--- src/rtl/fetch_sequencer_pkg.sv ---
// Shared types and constants for the instruction fetch sequencer.
// Holds the sequencer state set, error cause codes and the default reset PC.
package fetch_pkg;

    typedef enum logic [2:0] {
        IDLE,
        FETCH,
        EXEC,
        HALTED,
        ERROR
    } fetchState_t;

    typedef enum logic [1:0] {
        ERR_NONE     = 2'b00,
        ERR_TIMEOUT  = 2'b01,
        ERR_MISALIGN = 2'b10
    } errCause_t;

    localparam logic [31:0] DEFAULT_RESET_PC = 32'h0000_0000;

endpackage

--- src/rtl/fetch_sequencer_if.sv ---
// Instruction memory request/ready handshake between the fetch sequencer and imem.
interface fetch_sequencer_if #(
    parameter int ADDR_W = 32
);
    logic              req;
    logic [ADDR_W-1:0] addr;
    logic              ready;
    logic [31:0]       rdata;

    modport master (output req, output addr, input ready, input rdata);
    modport slave  (input req, input addr, output ready, output rdata);
endinterface

--- src/rtl/fetch_sequencer_timeout_ctr.sv ---
// Counts FETCH cycles spent waiting for imem; flags expiry once MAX_WAIT cycles have passed.
module fetch_timeout_ctr #(
    parameter int MAX_WAIT = 255
) (
    input  logic clk,
    input  logic rst_n,
    input  logic clr,
    input  logic inc,
    output logic expired
);
    localparam int CW = $clog2(MAX_WAIT + 1);

    logic [CW-1:0] waitCnt;

    // Saturates at MAX_WAIT so a stalled sequencer can never wrap back to zero.
    always_ff @(posedge clk or negedge rst_n) begin
        if (!rst_n) begin
            waitCnt <= '0;
        end else if (clr) begin
            waitCnt <= '0;
        end else if (inc && !expired) begin
            waitCnt <= waitCnt + 1'b1;
        end
    end

    assign expired = (waitCnt == CW'(MAX_WAIT));
endmodule

--- src/rtl/fetch_sequencer.sv ---
// Owns the architectural PC and steps the multicycle core through fetch and execute,
// with imem timeout, halt handling, target alignment checking and a retired count.
module fetch_sequencer
    import fetch_pkg::*;
#(
    parameter int                ADDR_W   = 32,
    parameter logic [ADDR_W-1:0] RESET_PC = ADDR_W'(DEFAULT_RESET_PC),
    parameter int                PC_STEP  = 1,
    parameter int                MAX_WAIT = 255
) (
    input  logic               clk,
    input  logic               rst_n,
    input  logic               enable,
    input  logic               halt,
    fetch_sequencer_if.master  imem,
    output logic [31:0]        instr,
    output logic               instr_valid,
    input  logic               instr_done,
    input  logic [ADDR_W-1:0]  next_addr,
    output logic [ADDR_W-1:0]  pc,
    output logic [ADDR_W-1:0]  pc_seq,
    output logic [31:0]        instr_count,
    output logic               fetch_err,
    output logic [1:0]         err_cause
);
    fetchState_t state, stateNext;
    errCause_t   errCauseQ, causeNext;
    logic        haltPend, haltPendNext;
    logic        loadInstr, retire, misalign, expired, reqQ;

    assign misalign = (PC_STEP == 4) && (next_addr[1:0] != 2'b00);

    fetch_timeout_ctr #(.MAX_WAIT(MAX_WAIT)) timeoutCtr (
        .clk     (clk),
        .rst_n   (rst_n),
        .clr     ((state != FETCH) || imem.ready),
        .inc     ((state == FETCH) && !imem.ready),
        .expired (expired)
    );

    // Next state plus the one-shot load/retire strobes for the datapath registers.
    always_comb begin
        stateNext    = state;
        causeNext    = errCauseQ;
        haltPendNext = haltPend;
        loadInstr    = 1'b0;
        retire       = 1'b0;
        case (state)
            IDLE: begin
                if (halt)        stateNext = HALTED;
                else if (enable) stateNext = FETCH;
            end
            FETCH: begin
                haltPendNext = haltPend | halt;
                if (imem.ready) begin
                    // A pending halt throws the returned word away instead of executing it.
                    if (haltPend || halt) begin
                        stateNext = HALTED;
                    end else begin
                        stateNext = EXEC;
                        loadInstr = 1'b1;
                    end
                end else if (expired) begin
                    stateNext = ERROR;
                    causeNext = ERR_TIMEOUT;
                end
            end
            EXEC: begin
                if (instr_done) begin
                    if (misalign) begin
                        stateNext = ERROR;
                        causeNext = ERR_MISALIGN;
                    end else begin
                        retire = 1'b1;
                        if (halt)        stateNext = HALTED;
                        else if (enable) stateNext = FETCH;
                        else             stateNext = IDLE;
                    end
                end
            end
            default: stateNext = state;
        endcase
    end

    // Status outputs are registered from the next state so they align with the state they describe.
    always_ff @(posedge clk or negedge rst_n) begin
        if (!rst_n) begin
            state       <= IDLE;
            pc          <= RESET_PC;
            instr       <= '0;
            instr_count <= '0;
            errCauseQ   <= ERR_NONE;
            haltPend    <= 1'b0;
            reqQ        <= 1'b0;
            instr_valid <= 1'b0;
            fetch_err   <= 1'b0;
        end else begin
            state       <= stateNext;
            errCauseQ   <= causeNext;
            haltPend    <= haltPendNext;
            reqQ        <= (stateNext == FETCH);
            instr_valid <= (stateNext == EXEC);
            fetch_err   <= (stateNext == ERROR);
            if (loadInstr) instr <= imem.rdata;
            if (retire) begin
                pc          <= next_addr;
                instr_count <= instr_count + 32'd1;
            end
        end
    end

    assign imem.req  = reqQ;
    assign imem.addr = pc;
    assign pc_seq    = pc + ADDR_W'(PC_STEP);
    assign err_cause = errCauseQ;
endmodule

--- src/flat_wrapper.sv ---
// flat-port wrapper written by rule: the top's interface ports become plain ports
module fetch_sequencer_flat import fetch_pkg::*;
#(
    parameter int                ADDR_W   = 32,
    parameter logic [ADDR_W-1:0] RESET_PC = ADDR_W'(DEFAULT_RESET_PC),
    parameter int                PC_STEP  = 1,
    parameter int                MAX_WAIT = 255
)
  (clk, rst_n, enable, halt, instr, instr_valid, instr_done, next_addr, pc, pc_seq, instr_count, fetch_err, err_cause, imem_req, imem_addr, imem_ready, imem_rdata);
  fetch_sequencer_if #(.ADDR_W(ADDR_W)) imem_i ();
  input  logic clk;
  input  logic rst_n;
  input  logic enable;
  input  logic halt;
  output logic [31:0] instr;
  output logic instr_valid;
  input  logic instr_done;
  input  logic [ADDR_W-1:0] next_addr;
  output logic [ADDR_W-1:0] pc;
  output logic [ADDR_W-1:0] pc_seq;
  output logic [31:0] instr_count;
  output logic fetch_err;
  output logic [1:0] err_cause;
  output wire logic [$bits(imem_i.req)-1:0] imem_req;
  output wire logic [$bits(imem_i.addr)-1:0] imem_addr;
  input wire logic [$bits(imem_i.ready)-1:0] imem_ready;
  input wire logic [$bits(imem_i.rdata)-1:0] imem_rdata;
  assign imem_req = imem_i.req;
  assign imem_addr = imem_i.addr;
  assign imem_i.ready = imem_ready;
  assign imem_i.rdata = imem_rdata;
  fetch_sequencer #(.ADDR_W(ADDR_W), .RESET_PC(RESET_PC), .PC_STEP(PC_STEP), .MAX_WAIT(MAX_WAIT)) u_core (.clk(clk), .rst_n(rst_n), .enable(enable), .halt(halt), .imem(imem_i), .instr(instr), .instr_valid(instr_valid), .instr_done(instr_done), .next_addr(next_addr), .pc(pc), .pc_seq(pc_seq), .instr_count(instr_count), .fetch_err(fetch_err), .err_cause(err_cause));
endmodule
--- config.mk ---
export PLATFORM = sky130hd
export DESIGN_NAME = fetch_sequencer_flat
export DESIGN_NICKNAME = d
export VERILOG_FILES = /design/src/rtl/fetch_sequencer_pkg.sv /design/src/rtl/fetch_sequencer_if.sv /design/src/rtl/fetch_sequencer_timeout_ctr.sv /design/src/rtl/fetch_sequencer.sv /design/src/flat_wrapper.sv
export SDC_FILE = /design/constraint.sdc
export NUM_CORES = 1
export LEC_CHECK = 0
export BUFFER_PORTS_ARGS = -buffer_cell sky130_fd_sc_hd__buf_2
export CORE_MARGIN = 8
export CORE_UTILIZATION = 35
export CTS_CLUSTER_SIZE = 25
export DETAILED_ROUTE_END_ITERATION = 10
export PLACE_DENSITY = 0.71
export SKIP_CTS_REPAIR_TIMING = 1
export SYNTH_ARGS = -nofsm -noshare
export SYNTH_HDL_FRONTEND = slang
export SYNTH_SLANG_ARGS = --single-unit
--- constraint.sdc ---
create_clock -name clk -period 1.65 [get_ports clk]
set_clock_uncertainty 0.05 [all_clocks]
set_input_delay 0.2475 -clock clk [delete_from_list [all_inputs] [get_ports clk]]
set_output_delay 0.2475 -clock clk [all_outputs]
set_load 0.02 [all_outputs]
==> results of run 1 <==
[power by group]
part	internal [mW]	total, mW	switching, mW
logic	2.90	7.04	4.14
registers	3.52	4.01	0.484
clock network	1.23	2.24	1.01
total	7.66	13.3	5.64
[cell type report]
cell class | instances | share of cell area [%]
Clock buffer | 10 | 2.75
Clock inverter | 6 | 0.778
Inverter | 10 | 0.432
Multi-Input combinational cell | 358 | 33.7
Sequential cell | 112 | 32.8
Tap cell | 211 | 3.04
Timing Repair Buffer | 344 | 26.5
[worst register-to-register path, stage by stage (launching register included)]
cell and delay, ns:
sky130_fd_sc_hd__dfrtp_1 0.38, sky130_fd_sc_hd__nand4bb_4 0.27, sky130_fd_sc_hd__or4_4 0.56, sky130_fd_sc_hd__nand3b_1 0.23
sky130_fd_sc_hd__xnor2_1 0.15
[synth_stat cells, types with 2 or more instances]
cell	count	area, um^2
sky130_fd_sc_hd__nand4b_1	2	17.5
sky130_fd_sc_hd__nor4_2	3	37.5
sky130_fd_sc_hd__a21o_1	2	15.0
sky130_fd_sc_hd__or2_2	4	25.0
sky130_fd_sc_hd__buf_4	33	248
sky130_fd_sc_hd__mux2_2	32	360
sky130_fd_sc_hd__xnor2_1	45	394
sky130_fd_sc_hd__nand4_1	16	100
sky130_fd_sc_hd__nor3_1	7	35.0
sky130_fd_sc_hd__o21ai_0	6	30.0
sky130_fd_sc_hd__nor2_1	16	60.1
sky130_fd_sc_hd__and3_1	9	56.3
sky130_fd_sc_hd__or3_1	2	12.5
sky130_fd_sc_hd__nor3_2	3	30.0
sky130_fd_sc_hd__nand3_1	28	140
sky130_fd_sc_hd__dfrtp_1	112	2800
sky130_fd_sc_hd__nand2b_1	3	18.8
sky130_fd_sc_hd__nor4_1	5	31.3
sky130_fd_sc_hd__inv_1	10	37.5
sky130_fd_sc_hd__a21oi_1	4	20.0
sky130_fd_sc_hd__clkbuf_1	7	26.3
sky130_fd_sc_hd__and4_1	8	70.1
sky130_fd_sc_hd__buf_6	2	22.5
sky130_fd_sc_hd__buf_2	7	35.0
sky130_fd_sc_hd__xor2_1	18	158
sky130_fd_sc_hd__a31oi_1	5	31.3
sky130_fd_sc_hd__nand2_1	116	435
sky130_fd_sc_hd__ha_1	3	37.5
[through the flow]
step,setup WS [ns],hold WS [ns]
floorplan,-0.298,-0.0981
global placement,-0.162,0.128
detailed placement,-0.169,0.127
CTS,-0.565,-0.257
global route,-0.599,0.0294
finish,-0.533,0.0316
[final timing paths]
| kind | to | slack (ns) | depth (start not counted) |
|---|---|---|---|
| worst max-delay path | pc_seq[18] | -0.53 | 8 |
| worst min-delay path | u_core.imem.addr[12] | 0.03 | 3 |
| worst max register to register | u_core.instr_count[22] | -0.11 | 4 |
| worst min register to register | u_core.haltPend | 0.41 | 1 |
| max in group asynchronous | u_core.imem.addr[21] | 0.72 | 3 |
| min in group asynchronous | u_core.instr[2] | 0.28 | 2 |
[logic make-up after synthesis]
group / count (synthesis)
compound gates: 23
xor+xnor: 63
fa+ha+maj: 3
buf+inv: 59
flops: 112
mux: 33
other cells: 1
simple gates: 234
[sequential cells by signal, summed over array words and instances, names as in the netlist]
signal,count
u_core.state,3
u_core.err_cause,1
u_core.instr,32
u_core.instr_count,32
u_core.imem.addr,32
u_core.fetch_err,1
u_core.imem.req,1
u_core.haltPend,1
u_core.timeoutCtr.waitCnt,8
u_core.instr_valid,1
[per-layer routing]
metal  wire [um]  global-route usage [%]  vias up
met5           0                       0        -
met3        1710                    6.41       22
met1        6480                    17.3     2355
met2        8200                    26.1      208
met4         308                    4.75        0
li1            -                       -     2370
==> flow_summary.rst, run 1 <==
.. list-table::
   :header-rows: 1

   * - Metric
     - Value
   * - Minimum clock period after layout
     - 2.18 ns
   * - Setup TNS
     - -12.29 ns
   * - Mean instance size in the synthesized netlist
     - 10.4 um^2
   * - Number of cells produced by synthesis
     - 528
   * - Number of sinks on the clock net
     - 112
   * - Max-Cap Viols
     - 0
   * - Final layout net count
     - 908
   * - First-pass GRT wire length
     - 25100 um
   * - Die height
     - 141 um
   * - Clock buffer count from CTS
     - 9
   * - Area inside the core boundary
     - 15300 um^2
   * - Achievable clock frequency
     - 458 MHz
   * - I/O pin cnt
     - 235
   * - Simple logic cell fraction of the synthesized area
     - 22.1%
   * - Fin cells
     - 1051
   * - Fraction of final layout cells with drive strength greater than 1
     - 60.8%
   * - Crit path launch
     - u_core.imem.addr[9]
   * - DRC viols
     - 0
   * - Total Die Area
     - 20000 um^2
   * - Crit-path leading delay family
     - buffers and inverters
   * - Last weighted congestion value of the routability-driven placer
     - 0.844
   * - Commonest non-fill, non-tap cells in the layout
     - sky130_fd_sc_hd__buf_2, sky130_fd_sc_hd__buf_4, sky130_fd_sc_hd__nand2_1
   * - Worst min path class
     - in2reg
   * - FFs w/ async S/R, synth
     - 100%
   * - Power per cell area
     - 1530 nW/um^2
   * - Total iterations of the first detailed-routing run
     - 4
   * - EDFF count, synth
     - 0
   * - Number of warnings issued by yosys
     - 0
   * - Outcome
     - finished with violations
   * - Pin count of the biggest net entering global routing
     - 37
   * - Drt initial violations
     - 144
   * - Vias in the first global route
     - 5015
   * - Sum of buffers and inverters on the critical path
     - 4
   * - Insertion delay of the later-clocked pin in the worst-skew pair
     - 0.35 ns
   * - Launch instance of the worst register-to-register path
     - u_core.state[2]
   * - Startpoint class of the critical path
     - flop
   * - Maximum cell stage delay along the critical path
     - 0.38 ns
   * - Combined area of all synthesized cells
     - 5490 um^2
   * - Layout Cell Area excl Fill
     - 8680 um^2
   * - Most used cell along the critical path
     - sky130_fd_sc_hd__buf_4
   * - Fraction of synthesized area in multiplexers
     - 6.74%
   * - Leading cell type in the layout, fill and taps excluded
     - sky130_fd_sc_hd__buf_2
   * - Critical path class
     - reg2out
   * - Per-cell routed wire length
     - 15.9 um
   * - Post-DR vias/cell
     - 4.71
   * - Diodes inserted
     - 0
   * - CTS tree
     - done
   * - Final core utilization
     - 56.9%
   * - Maximum VDD drop
     - 0.784 mV
   * - Share of synthesized area occupied by flip-flops and latches
     - 51.0%
   * - Max-slew violation count
     - 0
   * - Area of placed instances
     - 7780 um^2
   * - Smallest setup slack after layout
     - -0.533 ns
   * - Xor and xnor fraction of the mapped netlist area
     - 10.0%
   * - Adder-cell area share of the yosys netlist
     - 0.683%
   * - Area of combinational cells with multiple inputs
     - 2930 um^2
   * - Post-synthesis net count
     - 601
   * - Quantity of I/O buffers inserted on ports
     - 233
   * - Total Routing Usage GR
     - 15.4%
   * - Violated checks
     - negative setup slack
   * - Initial antenna violation count
     - 0
   * - Required time of the critical path
     - 1.35 ns
   * - Final global-route overflow total
     - 0
   * - Slowest cell on the critical path
     - sky130_fd_sc_hd__dfrtp_2
   * - Placed Instances
     - 1012
   * - Antenna Violating Nets Remaining
     - 0
   * - Fin. Hold Viols
     - 0
   * - Worst Hold Launch
     - next_addr[12]
   * - Static Leakage
     - 4.61 nW
   * - Worst-path cell chain
     - nand3_2 > nor4_4 > buf_4 > clkbuf_16 > buf_4 > nand2_4 > xnor2_2 > buf_4
   * - Signal arrival time at the worst endpoint
     - 1.89 ns
   * - Maximum root-to-sink buffer count
     - 2
   * - Number of failing setup endpoints in the final timing report
     - 37
   * - Final-layout fill cell count
     - 1298
   * - Primary FF master, synth
     - sky130_fd_sc_hd__dfrtp_1
   * - Synthesis-stage register bit count
     - 112
   * - Starting Density
     - 36.0%
   * - Distinct cells, synth
     - 48
   * - Category of the worst setup path capture point
     - primary output
   * - Die outline width
     - 141 um
   * - Combinational family with the most area after synthesis
     - simple AND/OR/NAND/NOR gates
   * - Number of H-tree levels
     - 3
   * - Clock transition at the registers of the reported paths
     - 0.08 ns
   * - Setup repair after global routing missed its margin
     - yes
   * - Worst-path maximum fanout
     - 7
   * - Site Rows
     - 45
   * - Fin crit share
     - 132%
   * - Number of vias after detailed routing
     - 4955
   * - Register Area
     - 2850 um^2
   * - Synth Area in Compound Gates
     - 2.67%
   * - Area grow syn2layout
     - 58.0%
   * - HPWL Detailed
     - 12400 um
   * - Post-detailed-routing wire length
     - 16700 um
   * - Power consumption
     - 13.3 mW
   * - Cell at the root of the clock tree
     - sky130_fd_sc_hd__clkbuf_16
No activity file was read; power rests on OpenSTA's default activity.
==> run 2, diff against run 1 <==
--- a/config.mk
+++ b/config.mk
@@ -12,6 +12,7 @@
 export DETAILED_ROUTE_END_ITERATION = 10
 export PLACE_DENSITY = 0.71
 export SKIP_CTS_REPAIR_TIMING = 1
+export SKIP_LAST_GASP = 1
 export SYNTH_ARGS = -nofsm -noshare
 export SYNTH_HDL_FRONTEND = slang
 export SYNTH_SLANG_ARGS = --single-unit
==> run 2 against run 1 <==
  * The flow still finishes with violations (negative setup slack)
  * Wire length down 0.20%
  * Worst hold slack about the same
  * Cell count unchanged
  * Non-clock buffer count unchanged
  * Clock power about the same
  * Sequential power about the same
  * Combinational power down 0.6%
  * Cell area down 0.46%
  * Flip-flop and latch count unchanged
  * Highest routed layer unchanged
==> flow_summary.rst, run 2 (synthesized netlist as in run 1, its figures left out) <==
.. list-table::
   :header-rows: 1

   * - Metric
     - Value
   * - Fin. Hold Viols
     - 0 (unchanged)
   * - Last weighted congestion value of the routability-driven placer
     - 0.844 (unchanged)
   * - Power consumption
     - 13.2 mW (was 13.3 mW)
   * - Setup slack on the worst flop-to-flop path
     - -0.10 ns (was -0.11 ns)
   * - Routed met2 length
     - 8230 um (was 8200 um)
   * - CTS tree
     - done (unchanged)
   * - Setup TNS
     - -12.32 ns (was -12.29 ns)
   * - Power per cell area
     - 1530 nW/um^2 (about the same)
   * - Area grow syn2layout
     - 57.3% (was 58.0%)
   * - Smallest setup slack after layout
     - -0.531 ns (was -0.533 ns)
   * - Final-layout fill cell count
     - 1305 (was 1298)
   * - Worst-path maximum fanout
     - 7 (unchanged)
   * - Worst min path class
     - in2reg (unchanged)
   * - Number of failing setup endpoints in the final timing report
     - 37 (unchanged)
   * - Max-slew violation count
     - 0 (unchanged)
   * - Static Leakage
     - 4.61 nW (about the same)
   * - Clock transition at the registers of the reported paths
     - 0.08 ns (about the same)
   * - Insertion delay of the later-clocked pin in the worst-skew pair
     - 0.35 ns (about the same)
   * - Required time of the critical path
     - 1.35 ns (about the same)
   * - Total Die Area
     - 20000 um^2 (unchanged)
   * - Quantity of I/O buffers inserted on ports
     - 233 (unchanged)
   * - Area inside the core boundary
     - 15300 um^2 (unchanged)
   * - Number of H-tree levels
     - 3 (unchanged)
   * - DRC viols
     - 0 (unchanged)
   * - Max-Cap Viols
     - 0 (unchanged)
   * - Maximum root-to-sink buffer count
     - 2 (unchanged)
   * - Pin count of the biggest net entering global routing
     - 37 (unchanged)
   * - Routed met3 length
     - 1680 um (was 1710 um)
   * - Vias in the first global route
     - 5015 (unchanged)
   * - Die outline width
     - 141 um (unchanged)
   * - Achievable clock frequency
     - 458 MHz (about the same)
   * - Setup repair after global routing missed its margin
     - yes (unchanged)
   * - Minimum clock period after layout
     - 2.18 ns (about the same)
   * - Signal arrival time at the worst endpoint
     - 1.88 ns (was 1.89 ns)
   * - Leading cell type in the layout, fill and taps excluded
     - sky130_fd_sc_hd__buf_2 (unchanged)
   * - Cell at the root of the clock tree
     - sky130_fd_sc_hd__clkbuf_16 (unchanged)
   * - Launch instance of the worst register-to-register path
     - u_core.state[2] (unchanged)
   * - Site Rows
     - 45 (unchanged)
   * - Fin crit share
     - 132% (about the same)
   * - Clock buffer count from CTS
     - 9 (unchanged)
   * - Category of the worst setup path capture point
     - primary output (unchanged)
   * - Post-DR vias/cell
     - 4.69 (was 4.71)
   * - Post-detailed-routing wire length
     - 16700 um (about the same)
   * - Crit path launch
     - u_core.imem.addr[9] (unchanged)
   * - Violated checks
     - negative setup slack (unchanged)
   * - Final global-route overflow total
     - 0 (unchanged)
   * - Per-cell routed wire length
     - 15.9 um (about the same)
   * - CP endpoint
     - pc_seq[18] (unchanged)
   * - Outcome
     - finished with violations (unchanged)
   * - Total Routing Usage GR
     - 15.4% (unchanged)
   * - Fraction of final layout cells with drive strength greater than 1
     - 60.2% (was 60.8%)
   * - Initial antenna violation count
     - 0 (unchanged)
   * - First-pass GRT wire length
     - 25100 um (unchanged)
   * - Drt initial violations
     - 113 (was 144)
   * - Number of sinks on the clock net
     - 112 (unchanged)
   * - Final layout net count
     - 908 (unchanged)
   * - I/O pin cnt
     - 235 (unchanged)
   * - Critical path class
     - reg2out (unchanged)
   * - Post-Route M1 WL
     - 6480 um (about the same)
   * - Top routing layer in use
     - met4 (unchanged)
   * - Diodes inserted
     - 0 (unchanged)
   * - Starting Density
     - 36.0% (unchanged)
   * - Commonest non-fill, non-tap cells in the layout
     - sky130_fd_sc_hd__buf_2, sky130_fd_sc_hd__buf_4, sky130_fd_sc_hd__nand2_1 (unchanged)
   * - HPWL Detailed
     - 12400 um (unchanged)
   * - Endpoint of the worst register-to-register path
     - u_core.instr_count[22] (unchanged)
   * - Antenna Violating Nets Remaining
     - 0 (unchanged)
   * - Cells on worst reg2reg path
     - 4 (unchanged)
   * - Die height
     - 141 um (unchanged)
   * - Total iterations of the first detailed-routing run
     - 4 (unchanged)
   * - Startpoint class of the critical path
     - flop (unchanged)
   * - Number of vias after detailed routing
     - 4931 (was 4955)
   * - Maximum VDD drop
     - 0.778 mV (was 0.784 mV)
run 2: layer usage:
layer / vias to the layer above / track usage, %
li1: 2373 / -
met1: 2341 / 17.3
met2: 197 / 26.1
met3: 20 / 6.41
met4: 0 / 4.75
met5: - / 0
run 2: through the flow:
stage | std cells | instance area (um^2) | worst slack, ns | util (%) | hold slack (ns)
floorplan | 528 | 5930 | -0.298 | - | -0.0981
global placement | 1012 | 7780 | -0.162 | 51.0 | 0.128
detailed placement | 1012 | 7780 | -0.169 | 51.0 | 0.127
CTS | 1028 | 8090 | -0.565 | 53.0 | -0.257
global route | 1051 | 8640 | -0.599 | 56.6 | 0.0294
finish | 1051 | 8640 | -0.531 | 56.6 | 0.0317
run 2: layout make-up:
type                            count  area, um^2  share of cell area [%]
Multi-Input combinational cell    358        2910                    33.6
Sequential cell                   112        2850                    32.9
Timing Repair Buffer              344        2280                    26.4
Tap cell                          211         264                    3.06
Inverter                           10        37.5                   0.434
Clock inverter                      6        67.6                   0.782
Clock buffer                       10         239                    2.77
run 2: where the power goes:
group | leakage, nW | internal (mW) | switching, mW | total (mW)
Clock | 0.150 | 1.23 | 1.01 | 2.24
Sequential | 1.41 | 3.52 | 0.484 | 4.01
Combinational | 3.04 | 2.87 | 4.13 | 7.00
run 2: worst min path at each step:
stage,from,endpoint,slack (ns),cells past startpoint
after global placement,rst_n,u_core.instr[2],0.13,1
after CTS,rst_n,u_core.instr[2],-0.26,1
after global routing,next_addr[2],u_core.imem.addr[2],0.03,3
final,next_addr[12],u_core.imem.addr[12],0.03,3
after floorplan,rst_n,u_core.err_cause[0],-0.1,0
after detailed placement,rst_n,u_core.instr[2],0.13,1
run 2: critical path, cell delays in order (launching register included):
cell and delay, ns:
sky130_fd_sc_hd__dfrtp_2 0.38, sky130_fd_sc_hd__nand3_2 0.09, sky130_fd_sc_hd__nor4_4 0.27, sky130_fd_sc_hd__buf_4 0.19, sky130_fd_sc_hd__clkbuf_16 0.15, sky130_fd_sc_hd__buf_4 0.11, sky130_fd_sc_hd__nand2_4 0.05, sky130_fd_sc_hd__xnor2_2 0.14
sky130_fd_sc_hd__buf_4 0.16
